===== config.mk =====
export PLATFORM = sky130hd
export DESIGN_NAME = key_load_ctrl
export DESIGN_NICKNAME = d
export VERILOG_FILES = /design/src/rtl/key_ctrl_pkg.sv /design/src/rtl/key_word_assembler.sv /design/src/rtl/key_load_ctrl.sv
export SDC_FILE = /design/constraint.sdc
export NUM_CORES = 1
export LEC_CHECK = 0
export BUFFER_PORTS_ARGS = -buffer_cell sky130_fd_sc_hd__buf_2
export CORE_MARGIN = 1.5
export CORE_UTILIZATION = 45
export CTS_CLUSTER_SIZE = 20
export DETAILED_ROUTE_END_ITERATION = 10
export GPL_TIMING_DRIVEN = 0
export PLACE_DENSITY = 0.7
export SLEW_MARGIN = 20
export SYNTH_ARGS = -nofsm -noshare
export SYNTH_HDL_FRONTEND = slang
export SYNTH_SLANG_ARGS = --single-unit

===== constraint.sdc =====
create_clock -name clk -period 1.75 [get_ports clk]
set_clock_uncertainty 0.05 [all_clocks]
set_input_delay 0.35 -clock clk [delete_from_list [all_inputs] [get_ports clk]]
set_output_delay 0.35 -clock clk [all_outputs]
set_load 0.02 [all_outputs]

===== src/rtl/key_ctrl_pkg.sv =====
// key_ctrl_pkg: shared types and default sizes for the key load controller.
//   state_t      : controller states (CHECK only reachable with KEY_LOAD_CHECKSUM_EN)
//   *_DEF params : default key/word widths, derived word count and counter width
package key_ctrl_pkg;
  localparam int KEY_W_DEF     = 128;
  localparam int WORD_W_DEF    = 32;
  localparam int NUM_WORDS_DEF = KEY_W_DEF / WORD_W_DEF;
  localparam int CNT_W_DEF     = $clog2(NUM_WORDS_DEF + 1);

  typedef enum logic [1:0] {
    IDLE    = 2'd0,
    COLLECT = 2'd1,
    CHECK   = 2'd2,
    COMMIT  = 2'd3
  } state_t;
endpackage


===== src/rtl/key_word_assembler.sv =====
// key_word_assembler: shifts incoming words into a KEY_W buffer, counts them
// and (with KEY_LOAD_CHECKSUM_EN) keeps a running XOR plus the trailing
// checksum word.
//   clk, rst  : clock, synchronous active-low reset
//   clear     : drop buffer, counter and checksum state
//   shift     : accept data this cycle
//   data      : incoming word
//   full      : the word accepted this cycle (if any) is the final one
//   key_nxt   : buffer contents as they stand after this cycle's shift
//   chk_ok    : trailing word equals XOR of key words (checksum build only)
module key_word_assembler
  import key_ctrl_pkg::*;
#(
  parameter int KEY_W  = KEY_W_DEF,
  parameter int WORD_W = WORD_W_DEF
) (
  input  logic              clk,
  input  logic              rst,
  input  logic              clear,
  input  logic              shift,
  input  logic [WORD_W-1:0] data,
  output logic              full,
`ifdef KEY_LOAD_CHECKSUM_EN
  output logic              chk_ok,
`endif
  output logic [KEY_W-1:0]  key_nxt
);
  localparam int NUM_WORDS = KEY_W / WORD_W;
  localparam int CNT_W     = $clog2(NUM_WORDS + 1);
`ifdef KEY_LOAD_CHECKSUM_EN
  localparam int TARGET = NUM_WORDS + 1;
`else
  localparam int TARGET = NUM_WORDS;
`endif

  logic [KEY_W-1:0] key_buf;
  logic [CNT_W-1:0] cnt;
  logic             key_shift;

  // Only the first NUM_WORDS words are key material; a trailing checksum
  // word is routed to its own register instead.
  assign key_shift = shift && (cnt < CNT_W'(NUM_WORDS));
  assign full      = (cnt == CNT_W'(TARGET - 1));
  assign key_nxt   = key_shift ? {key_buf[KEY_W-WORD_W-1:0], data} : key_buf;

  always_ff @(posedge clk) begin
    if (!rst || clear) begin
      key_buf <= '0;
      cnt     <= '0;
    end else if (shift) begin
      cnt     <= cnt + CNT_W'(1);
      key_buf <= key_nxt;
    end
  end

`ifdef KEY_LOAD_CHECKSUM_EN
  logic [WORD_W-1:0] xor_acc;
  logic [WORD_W-1:0] chk_word;

  always_ff @(posedge clk) begin
    if (!rst || clear) begin
      xor_acc  <= '0;
      chk_word <= '0;
    end else if (key_shift) begin
      xor_acc  <= xor_acc ^ data;
    end else if (shift) begin
      chk_word <= data;
    end
  end

  assign chk_ok = (chk_word == xor_acc);
`endif
endmodule


===== src/rtl/key_load_ctrl.sv =====
// key_load_ctrl: sequences a word-stream key load into the key register with
// a single write strobe, a sticky lock and a zeroize command.
// Optional feature macro: KEY_LOAD_CHECKSUM_EN (adds a trailing XOR checksum
// word and a CHECK state).
//   clk, rst             : clock, synchronous active-low reset
//   start                : begin a load (ignored while busy)
//   wr_valid/wr_data/wr_ready : word input handshake
//   lock                 : set sticky lock; aborts a load in progress
//   zeroize              : write an all-zero key; highest priority
//   busy, done, err, locked : status (all registered)
//   ks_we, ks_wdata      : key register write port; data is 0 unless ks_we
module key_load_ctrl
  import key_ctrl_pkg::*;
#(
  parameter int KEY_W  = KEY_W_DEF,
  parameter int WORD_W = WORD_W_DEF
) (
  input  logic              clk,
  input  logic              rst,
  input  logic              start,
  input  logic              wr_valid,
  input  logic [WORD_W-1:0] wr_data,
  output logic              wr_ready,
  input  logic              lock,
  input  logic              zeroize,
  output logic              busy,
  output logic              done,
  output logic              err,
  output logic              locked,
  output logic              ks_we,
  output logic [KEY_W-1:0]  ks_wdata
);
  state_t           state;
  logic             in_load;
  logic             shift;
  logic             clear;
  logic             full;
  logic [KEY_W-1:0] key_nxt;
`ifdef KEY_LOAD_CHECKSUM_EN
  logic             chk_ok;
`endif

  assign in_load = (state == COLLECT) || (state == CHECK);
  // Zeroize and lock both pre-empt word acceptance in the same cycle.
  assign shift   = wr_valid & wr_ready & ~zeroize & ~lock;
  assign clear   = zeroize | (in_load & lock) | (state == COMMIT) |
                   (state == CHECK) | ((state == IDLE) & start & ~locked);

  key_word_assembler #(.KEY_W(KEY_W), .WORD_W(WORD_W)) u_asm (
    .clk     (clk),
    .rst     (rst),
    .clear   (clear),
    .shift   (shift),
    .data    (wr_data),
    .full    (full),
`ifdef KEY_LOAD_CHECKSUM_EN
    .chk_ok  (chk_ok),
`endif
    .key_nxt (key_nxt)
  );

  always_ff @(posedge clk) begin
    if (!rst) begin
      state    <= IDLE;
      wr_ready <= 1'b0;
      busy     <= 1'b0;
      done     <= 1'b0;
      err      <= 1'b0;
      locked   <= 1'b0;
      ks_we    <= 1'b0;
      ks_wdata <= '0;
    end else begin
      ks_we    <= 1'b0;
      ks_wdata <= '0;
      done     <= 1'b0;
      err      <= 1'b0;
      locked   <= locked | lock;
      if (zeroize) begin
        // Silent abort of anything in flight; the strobe carries zeros.
        state    <= IDLE;
        wr_ready <= 1'b0;
        busy     <= 1'b0;
        ks_we    <= 1'b1;
        done     <= 1'b1;
      end else begin
        case (state)
          IDLE: begin
            if (start) begin
              if (locked) begin
                err <= 1'b1;
              end else begin
                state    <= COLLECT;
                wr_ready <= 1'b1;
                busy     <= 1'b1;
              end
            end
          end
          COLLECT: begin
            if (lock) begin
              state    <= IDLE;
              wr_ready <= 1'b0;
              busy     <= 1'b0;
              err      <= 1'b1;
            end else if (shift && full) begin
              wr_ready <= 1'b0;
`ifdef KEY_LOAD_CHECKSUM_EN
              state    <= CHECK;
`else
              // Capture the key including the word landing this cycle.
              state    <= COMMIT;
              ks_we    <= 1'b1;
              ks_wdata <= key_nxt;
              done     <= 1'b1;
`endif
            end
          end
`ifdef KEY_LOAD_CHECKSUM_EN
          CHECK: begin
            if (lock || !chk_ok) begin
              state <= IDLE;
              busy  <= 1'b0;
              err   <= 1'b1;
            end else begin
              state    <= COMMIT;
              ks_we    <= 1'b1;
              ks_wdata <= key_nxt;
              done     <= 1'b1;
            end
          end
`endif
          COMMIT: begin
            state <= IDLE;
            busy  <= 1'b0;
          end
          default: begin
            state    <= IDLE;
            wr_ready <= 1'b0;
            busy     <= 1'b0;
          end
        endcase
      end
    end
  end
endmodule


==> summary.md, run 1 <==
| Metric | Value |
|---|---|
| Result of the run | completed |
| Post-Syn Instances | 912 |
| Filler cells | between 1500 and 2000 |
| CP startpoint kind | flop |
| Pre-Repair DR Iteration Count | 5 |
| Root cell of the clock tree | clkbuf_16 |
| Clock tree from TritonCTS | built |
| Final net count | around 1200 |
| Combined area of all synthesized cells | approximately 8600 sq um |
| Most frequent cell after synthesis | dfxtp_1 |
| Effective utilization at floorplan | between 40% and 50% |
| Total of buffers placed on input and output ports | approximately 170 |
| Clock Latency Late Sink | 0.52 ns |
| Synthesis Warnings | 0 |
| Post-layout worst setup margin | 0.05144 ns |
| Die area | about 20000 sq um |
| Initial DRC Count | 411 |
| Async S/R FF share, synth | 0% |
| Total number of clock tree sinks | 266 |
| Global-route wire length before repair | roughly 36000 um |
| Post-synthesis to final-layout area growth | 29.92% |
| Area of the core region | ~19000 sq um |
| Die span in y | 141.6 um |
| Post-route total power | 12.27 mW |
| Metal2 WL | ~11000 um |
| Lkg Pwr | around 4.1 nW |
| Worst hold slack after final layout | 0.04301 ns |
| Required time reported for the critical path endpoint | between 2 and 2.5 ns |
| Slew at the pin closest to its max-slew limit | between 0.6 and 0.7 ns |
| Final core utilization | around 60% |
| Power per Cell Area | roughly 1100 nW/um^2 |
| Routability Congestion | a little over 0.8 |
| Post-synthesis sequential area ratio | between 60% and 70% |
| Post-layout instance count excluding filler cells | between 1000 and 1500 |
| Fmax | 0.5887 GHz |
| Count of flip-flops with a built-in enable after synthesis | 0 |
| Largest net degree at the start of global routing | 16 |
| Setup TNS after final layout | 0 ns |
| Die Span X | 141.6 um |
| Crit Path Max Fanout | 10 |
| Flip-flop and latch count after synthesis | around 270 |
| Commonest cells in the synthesized netlist | dfxtp_1, a21oi_1, nand3_1 |
| Final non-filler cell area | around 11000 sq um |
| H-tree depth reported by CTS | 1 |
| Drc violations | 0 |
| Met3 wire len | approximately 1600 um |
| Area leader, netlist | dfxtp_1 |
| Total track usage | between 20% and 30% |
| Vias after detailed routing | between 7000 and 8000 |
| Via count of the first global-routing pass | 7014 |
| Endpoint class of the critical path | flop |
| Wire length per cell after detailed routing | 17.06 um |
| Clock Pin Slew Worst Setup and Hold Paths | 0.06 ns |
| Placed cells | ~1300 |
| Critical path class | reg -> reg |
| Per-instance average area after synthesis | 9.481 sq um |
| Detail-routed via count per cell | around 5.5 |
| Remaining antenna violation count | 0 |
| Total count of max-transition violations in the final report | 0 |
| Deepest clock path buffer count | 3 |
| Synth unique cells | 34 |
| Clock buffer count from CTS | 26 |
| Wire length after detailed routing | approximately 23000 um |
| Initial antenna violation count | 0 |
| Share of the synthesized area in the top cell type | about three fifths |
| Rows | 50 |
| Post-route minimum period | about 1.7 ns |
| Wire length the detailed router placed on met1 | 10490 um |
| Count of inserted antenna diode cells | 0 |
| RSZ-0062 raised after global routing | true |
| Nets in the synthesized netlist | roughly 960 |
| Number of ports placed on the die boundary | ~170 |
| Worst rel slew slack | 59.99% |
| Placed instance area | 9797 sq um |
| Top cells by area, synth | dfxtp_1, a21oi_1, nand3_1 |
| Worst voltage drop across the vdd grid | around 0.7 mV |
| Part of the cycle the worst path needs | 97.06% |
| Pre-CTS worst setup slack | -0.5261 ns |
| Highest metal layer used by the detailed router | met4 |
| Gr ovfl total | 0 |
| Share of post-route cells with drive strength above 1 | between 30% and 40% |
| Worst Path Arrival | slightly above 2 ns |
| Max_cap viols | 0 |
| Setup-violating endpoint count in the final report | 0 |
| Half-perimeter wire length of the detailed placement result | between 15000 and 20000 um |
| Most instantiated flip-flop cell in the synthesis netlist | dfxtp_1 |
| Number of failing hold endpoints at the final stage | 0 |
| Worst min-delay path class | in -> reg |
what timing repair did:
action	in CTS	in global routing
resized for setup	74	121
setup buffers	2	1
pin swaps	1	0
cloned	1	1
endpoints found under the setup margin	262	239
hold buffers	0	0
cell usage in the layout, fill, tap and decap left out, types with 2 or more instances in the layout:
master      count
nand2_1         5
clkbuf_8        6
a21oi_1       206
clkbuf_2       15
buf_8           2
clkbuf_4        3
ha_1            4
clkbuf_16      27
ha_4            2
o21ai_0        81
o21ai_1        48
buf_4          18
nand3_1       128
a21oi_2        44
clkinv_4        2
clkbuf_1       24
buf_6          17
clkinvlp_4      3
a21oi_4         9
clkinv_2        4
bufinv_16       4
dfxtp_1       264
buf_2         183
nor2_1          6
inv_1           5
worst max-delay path, cell delays in order, from the launching register on:
cell	delay, ns
dfxtp_1	0.41
nand4bb_2	0.19
buf_4	0.24
clkbuf_1	0.23
o21ai_1	0.34
a21oi_1	0.12
layer usage:
layer	global-route usage (%)	up-vias
li1	-	3661
met1	32.15	3503
met2	36.46	291
met3	3.139	41
met4	6.023	0
met5	0	-
path summary, 6_finish.rpt:
kind                                                 from                             end  slack [ns]  depth (start not counted)
worst max-delay path                wr_ready$_SDFFE_PP0P_  u_asm.key_buf[39]$_SDFFE_PP0N_        0.05                          5
worst min-delay path                              zeroize           state[1]$_SDFFE_PP0P_        0.04                          2
worst max register to register      wr_ready$_SDFFE_PP0P_  u_asm.key_buf[39]$_SDFFE_PP0N_        0.05                          5
worst min register to register  u_asm.cnt[1]$_SDFFE_PP0N_       u_asm.cnt[1]$_SDFFE_PP0N_        0.44                          2
cell type report:
cell class	count	area (sq um)	area share, %
sequential	266	5330	47.44
multi-input combinational	553	3187	28.37
timing repair buffer	176	900.9	8.019
clock buffer	35	755.7	6.727
buffer	85	565.5	5.034
tap	234	292.8	2.606
clock inverter	13	180.2	1.604
inverter	6	22.52	0.2005
state kept, by name, indices dropped and copies added, names as in the netlist:
| register | cells |
|---|---|
| busy | 1 |
| state | 2 |
| u_asm.cnt | 3 |
| locked | 1 |
| ks_we | 1 |
| wr_ready | 1 |
| ks_wdata | 128 |
| err | 1 |
| u_asm.key_buf | 128 |
where the power goes:
| group | total (mW) | switching, mW | internal [mW] |
|---|---|---|---|
| clock network | 5.96 | 2.33 | 3.63 |
| logic | 0.250 | 0.157 | 0.0930 |
| registers | 6.07 | 0.00673 | 6.06 |
logic make-up after synthesis:
kind of cell | after synthesis | synth area share, %
buf+inv | 93 | 5.122
fa+ha+maj | 6 | 0.8682
flops | 266 | 61.58
simple gates | 148 | 8.725
mux | 1 | 0.1158
compound gates | 397 | 23.48
xor+xnor | 1 | 0.1013
(Power assumes the default switching activity.)
==> run 2, diff against run 1 <==
--- a/config.mk
+++ b/config.mk
@@ -7,11 +7,11 @@
 export LEC_CHECK = 0
 export BUFFER_PORTS_ARGS = -buffer_cell sky130_fd_sc_hd__buf_2
 export CORE_MARGIN = 1.5
-export CORE_UTILIZATION = 45
+export CORE_UTILIZATION = 49
 export CTS_CLUSTER_SIZE = 20
 export DETAILED_ROUTE_END_ITERATION = 10
 export GPL_TIMING_DRIVEN = 0
-export PLACE_DENSITY = 0.7
+export PLACE_DENSITY = 0.75
 export SLEW_MARGIN = 20
 export SYNTH_ARGS = -nofsm -noshare
 export SYNTH_HDL_FRONTEND = slang
==> run 2 against run 1 <==
- the flow now finishes with violations (negative setup slack)
- non-clock buffer count is 1 lower
- wire length is 1.5% lower
- worst hold slack worse by 0.0065 ns
- critical endpoint is now ks_wdata[49]$_SDFF_PP0_
- largest power group unchanged
==> summary.md, run 2 (synthesis gave the netlist of run 1 again) <==
| Metric | Value |
|---|---|
| Result of the run | finished, violations left |
| Failing checks | negative setup slack |
| Root cell of the clock tree | clkbuf_16 |
| Power Internal | 9.673 mW |
| Die area | 18450 sq um |
| Largest net degree at the start of global routing | 16 |
| Regs by FF count | ks_wdata x128, u_asm.key_buf x128, u_asm.cnt x3 |
| H-tree depth reported by CTS | 1 |
| Drc violations | 0 |
| Number of ports placed on the die boundary | 172 |
| Worst min-delay path class | in -> reg |
| Post-layout worst setup margin | -0.08670 ns |
| Effective utilization at floorplan | about 50% |
| Rows | 48 |
| Number of failing hold endpoints at the final stage | 0 |
| Setup-violating endpoint count in the final report | 38 |
| Power share of the sequential group | ~50% |
| CP startpoint kind | flop |
| Clock Latency Late Sink | between 0.5 and 0.6 ns |
| Initial antenna violation count | 1 |
| Post-route minimum period | roughly 1.8 ns |
| Vias after detailed routing | around 7500 |
| Power per Cell Area | ~1100 nW/um^2 |
| Half-perimeter wire length of the detailed placement result | 15680 um |
| Detail-routed via count per cell | approximately 5.5 |
| Fmax | roughly 0.54 GHz |
| Wire length after detailed routing | between 20000 and 25000 um |
| Routability Congestion | just under 0.9 |
| Via count of the first global-routing pass | a little under 7000 |
| Global-route wire length before repair | around 35000 um |
| Clock power frac | 48.1% |
| Total track usage | between 20% and 30% |
| Wire length per cell after detailed routing | ~17 um |
| Die Span X | 135.8 um |
| Pre-Repair DR Iteration Count | 5 |
| Placed cells | ~1300 |
| Total number of clock tree sinks | approximately 270 |
| Clock Pin Slew Worst Setup and Hold Paths | 0.06 ns |
| Filler cells | about 1400 |
| Commonest non-fill, non-tap cells in the layout | dfxtp_1, a21oi_1, buf_2, nand3_1, o21ai_0 |
| Proportion of total power due to net switching | about a fifth |
| Area of the core region | approximately 17000 sq um |
| Clock buffer count from CTS | 25 |
| Endpoint class of the critical path | flop |
| Post-synthesis to final-layout area growth | 28.72% |
| Total count of max-transition violations in the final report | 0 |
| Crit Path Max Fanout | 10 |
| Worst voltage drop across the vdd grid | 0.7063 mV |
| Clock tree from TritonCTS | built |
| Worst rel slew slack | 63.10% |
| Combinational cell fraction of total power | under 10% |
| RSZ-0062 raised after global routing | true |
| Count of inserted antenna diode cells | 0 |
| Part of the cycle the worst path needs | 105.0% |
| Total of buffers placed on input and output ports | around 170 |
| Critical path class | reg -> reg |
| Remaining antenna violation count | 0 |
| Final net count | approximately 1200 |
| Max_cap viols | 0 |
| Post-route total power | roughly 12 mW |
| Slew at the pin closest to its max-slew limit | about 0.55 ns |
| Worst Path Arrival | approximately 2.2 ns |
| Share of post-route cells with drive strength above 1 | a little under a third |
| Most common library cell in the layout ignoring fill and taps | dfxtp_1 |
| Die span in y | ~140 um |
| Required time reported for the critical path endpoint | approximately 2.2 ns |
| Deepest clock path buffer count | 3 |
| Initial DRC Count | between 700 and 800 |
| Net switching power of the design | around 2.5 mW |
| Gr ovfl total | 0 |
| Post-layout instance count excluding filler cells | about 1400 |
| Lkg Pwr | slightly above 4 nW |
| Number of buffers inserted for hold repair after clock tree synthesis | 0 |
run 2: per-layer routing:
layer	up-vias	routed length, um	GRT usage, %
li1	3665	-	-
met1	3501	10170	33.92
met2	324	10610	37.90
met3	33	1819	3.356
met4	0	380	6.033
met5	-	0	0
run 2: layout make-up:
type,instances,area (sq um),share of cell area (%)
Timing Repair Buffer,175,889.6,7.992
Clock inverter,15,225.2,2.023
Inverter,6,22.52,0.2023
Buffer,85,544.3,4.890
Sequential cell,266,5329,47.88
Tap cell,225,281.5,2.529
Clock buffer,31,678.2,6.093
Multi-Input combinational cell,553,3161,28.39
run 2: critical path: stages, from the launching register on:
cell	delay [ns]
dfxtp_2	0.35
buf_6	0.16
inv_2	0.09
buf_8	0.11
ha_4	0.14
nand4_1	0.23
buf_4	0.28
buf_6	0.16
a21oi_1	0.18
run 2: timing repair:
action                     in CTS  in global routing
cloned                          0                  2
pin swaps                       0                  1
setup endpoints to repair     262                256
hold endpoints to repair        0                  0
resized for setup              50                114
setup buffers                   0                  2
run 2: worst paths after layout:
check                                  from                       to  slack (ns)  depth (start not counted)
setup / recovery  u_asm.cnt[2]$_SDFFE_PP0N_  ks_wdata[49]$_SDFF_PP0_       -0.09                          8
hold / removal                      zeroize    state[1]$_SDFFE_PP0P_        0.04                          2
setup reg to reg  u_asm.cnt[2]$_SDFFE_PP0N_  ks_wdata[49]$_SDFF_PP0_       -0.09                          8
hold reg to reg           busy$_SDFFE_PP0P_        busy$_SDFFE_PP0P_        0.43                          1
run 2: through the flow:
| stage | worst slack [ns] | TNS (ns) | hold slack, ns | util [%] | instance area (sq um) |
|---|---|---|---|---|---|
| floorplan | 0.08082 | 0 | 0.3760 | - | 8648 |
| global placement | -0.4761 | -85.23 | 0.3988 | 56.58 | 9786 |
| detailed placement | -0.4967 | -92.16 | 0.4132 | 56.58 | 9786 |
| CTS | -0.08126 | -4.215 | 0.02225 | 62.74 | 10850 |
| global route | -0.1342 | -4.839 | 0.04616 | 64.35 | 11130 |
| finish | -0.08670 | -1.102 | 0.03655 | 64.35 | 11130 |
run 2: power groups by stage:
stage / Sequential (mW) / Clock (mW) / Combinational (mW)
floorplan: 6.21 / 0 / 0.115
global placement: 6.20 / 0 / 0.219
detailed placement: 6.20 / 0 / 0.221
CTS: 6.07 / 5.90 / 0.233
global route: 6.07 / 6.10 / 0.267
finish: 6.07 / 5.86 / 0.250
==> run 3, diff against run 2 <==
--- a/config.mk
+++ b/config.mk
@@ -12,6 +12,7 @@
 export DETAILED_ROUTE_END_ITERATION = 10
 export GPL_TIMING_DRIVEN = 0
 export PLACE_DENSITY = 0.75
+export REMOVE_ABC_BUFFERS = 1
 export SLEW_MARGIN = 20
 export SYNTH_ARGS = -nofsm -noshare
 export SYNTH_HDL_FRONTEND = slang
==> run 3 against run 2 <==
- the run now ends clean
- power fell by 0.94%
- combinational power is 19% higher
- final area grew 0.19%
- global-route usage rose by 0.90 points
- critical path type unchanged
- largest cell class unchanged
- highest routed layer is now met5
==> summary.md, run 3 (synthesis gave the netlist of run 1 again) <==
| Metric | Value |
|---|---|
| Effective utilization at floorplan | approximately half |
| Endpoint class of the critical path | flop |
| Number of failing hold endpoints at the final stage | 0 |
| Vias after detailed routing | approximately 7400 |
| H-tree depth reported by CTS | 1 |
| Initial DRC Count | between 500 and 600 |
| Number of ports placed on the die boundary | ~170 |
| Critical path class | reg -> reg |
| CP startpoint kind | flop |
| Post-synthesis to final-layout area growth | 28.97% |
| Total number of clock tree sinks | between 200 and 300 |
| Fmax | roughly 0.6 GHz |
| Last element of the critical path | ks_wdata[11]$_SDFF_PP0_ |
| Lkg Pwr | approximately 4.2 nW |
| Largest net degree at the start of global routing | 68 |
| Clock Pin Slew Worst Setup and Hold Paths | roughly 0.06 ns |
| Die Span X | around 140 um |
| Post-route total power | about 12 mW |
| Most common library cell in the layout ignoring fill and taps | dfxtp_1 |
| Source of the worst register-to-register timing path | state[1]$_SDFFE_PP0P_ |
| Setup slack of the worst register-to-register path | around 0.04 ns |
| Regs by FF count | ks_wdata x128, u_asm.key_buf x128, u_asm.cnt x3 |
| Via count of the first global-routing pass | 6903 |
| Worst min-delay path class | in -> reg |
| Share of post-route cells with drive strength above 1 | between 20% and 30% |
| Required time reported for the critical path endpoint | 2.14 ns |
| Part of the cycle the worst path needs | around 100% |
| Clock buffer count from CTS | 27 |
| Worst voltage drop across the vdd grid | roughly 0.79 mV |
| Total track usage | approximately a quarter |
| Critical Path Source | state[1]$_SDFFE_PP0P_ |
| Total of buffers placed on input and output ports | 171 |
| RSZ-0062 raised after global routing | true |
| Clock Latency Late Sink | approximately 0.51 ns |
| Setup-violating endpoint count in the final report | 0 |
| Result of the run | completed |
| Final net count | about 1100 |
| Initial antenna violation count | 1 |
| Detail-routed via count per cell | roughly 5.7 |
| Crit Path Max Fanout | 17 |
| Max_cap viols | 0 |
| Count of inserted antenna diode cells | 0 |
| Wire length after detailed routing | roughly 23000 um |
| Worst reg2reg endpoint | ks_wdata[11]$_SDFF_PP0_ |
| Commonest non-fill, non-tap cells in the layout | dfxtp_1, a21oi_1, buf_2, nand3_1, o21ai_0 |
| Deepest clock path buffer count | 3 |
| Gr ovfl total | 0 |
| Drc violations | 0 |
| Rows | 48 |
| Wire length per cell after detailed routing | between 15 and 20 um |
| Die area | 18450 sq um |
| Die span in y | approximately 140 um |
| Worst rel slew slack | 67.90% |
| Power per Cell Area | ~1100 nW/um^2 |
| Clock tree from TritonCTS | built |
| Final core utilization | ~64% |
| Worst hold slack after final layout | ~0.077 ns |
| Root cell of the clock tree | clkbuf_16 |
| Half-perimeter wire length of the detailed placement result | approximately 12000 um |
| Global-route wire length before repair | between 30000 and 40000 um |
| Total count of max-transition violations in the final report | 0 |
| Number of cells on the worst reg-to-reg path | 8 |
| Remaining antenna violation count | 0 |
| Pre-Repair DR Iteration Count | 4 |
| Post-route minimum period | between 1.5 and 2 ns |
| Worst Path Arrival | about 2.1 ns |
| Hold Path Origin | wr_data[0] |
| Slew at the pin closest to its max-slew limit | between 0.4 and 0.5 ns |
| Area of the core region | ~17000 sq um |
| Routability Congestion | 0.7511 |
## run 3: cell count changes in the layout (fill, tap and decap cells not counted), sizes merged, moves of 2 or more
cell | before | now
clkbuf | 74 | 38
nand4bb | 1 | 3
buf | 217 | 210
bufbuf | 0 | 2
bufinv | 5 | 3
clkinvlp | 4 | 1
## run 3: metal layers
layer	wire (um)	vias up	global-route usage, %
met1	9910	3559	32.64
li1	-	3585	-
met4	301	2	5.735
met3	1800	28	5.220
met2	11290	270	41.29
met5	11	-	0
## run 3: through the flow
step | worst slack, ns | instance area (sq um) | TNS, ns | instances
floorplan | -5.484 | 8227 | -1094.52 | 825
finish | 0.03989 | 11150 | 0 | 1313
CTS | 0.006802 | 11020 | 0 | 1307
global placement | -11.20 | 9364 | -2376.69 | 1221
global route | -0.06598 | 11150 | -0.9636 | 1313
detailed placement | -1.676 | 9799 | -221.00 | 1242
## run 3: area by class of cell
| type | count | area [sq um] |
|---|---|---|
| clock buffers | 36 | 759.5 |
| clock inverters | 8 | 121.4 |
| fillers | 1393 | 6145 |
| inverters | 6 | 38.79 |
| multi-input cells | 556 | 3038 |
| flip-flops and latches | 266 | 5336 |
| well taps | 225 | 281.5 |
| repair buffers | 214 | 1559 |
| repair inverters | 2 | 17.52 |
## run 3: worst min path at each step
stage | endpoint | slack, ns | cells after the start
final | u_asm.key_buf[0]$_SDFFE_PP0N_ | 0.08 | 3
after global routing | u_asm.key_buf[25]$_SDFFE_PP0N_ | 0.07 | 3
after CTS | u_asm.key_buf[0]$_SDFFE_PP0N_ | 0.06 | 3
after detailed placement | u_asm.cnt[1]$_SDFFE_PP0N_ | 0.41 | 2
after global placement | u_asm.cnt[1]$_SDFFE_PP0N_ | 0.40 | 2
after floorplan | state[1]$_SDFFE_PP0P_ | 0.38 | 1
## run 3: what timing repair did
item | CTS | global route
resized for setup | 15 | 21
pin swaps | 4 | 3
endpoints found under the setup margin | 263 | 163
setup buffers | 14 | 6
endpoints found under the hold margin | 0 | 0
hold buffers | 0 | 0
gates cloned | 7 | 1
## run 3: report_power, final
group / internal [mW] / total (mW) / switching, mW
Combinational: 0.127 / 0.298 / 0.171
Clock: 3.46 / 5.69 / 2.24
Sequential: 6.06 / 6.07 / 0.00825
## run 3: critical path, stage by stage, from the launching register on
cell and delay, ns:
dfxtp_1 0.33, inv_2 0.10, ha_1 0.25, nand4_1 0.17, buf_8 0.17, buf_8 0.14
buf_12 0.15, buf_12 0.15, a21oi_1 0.12
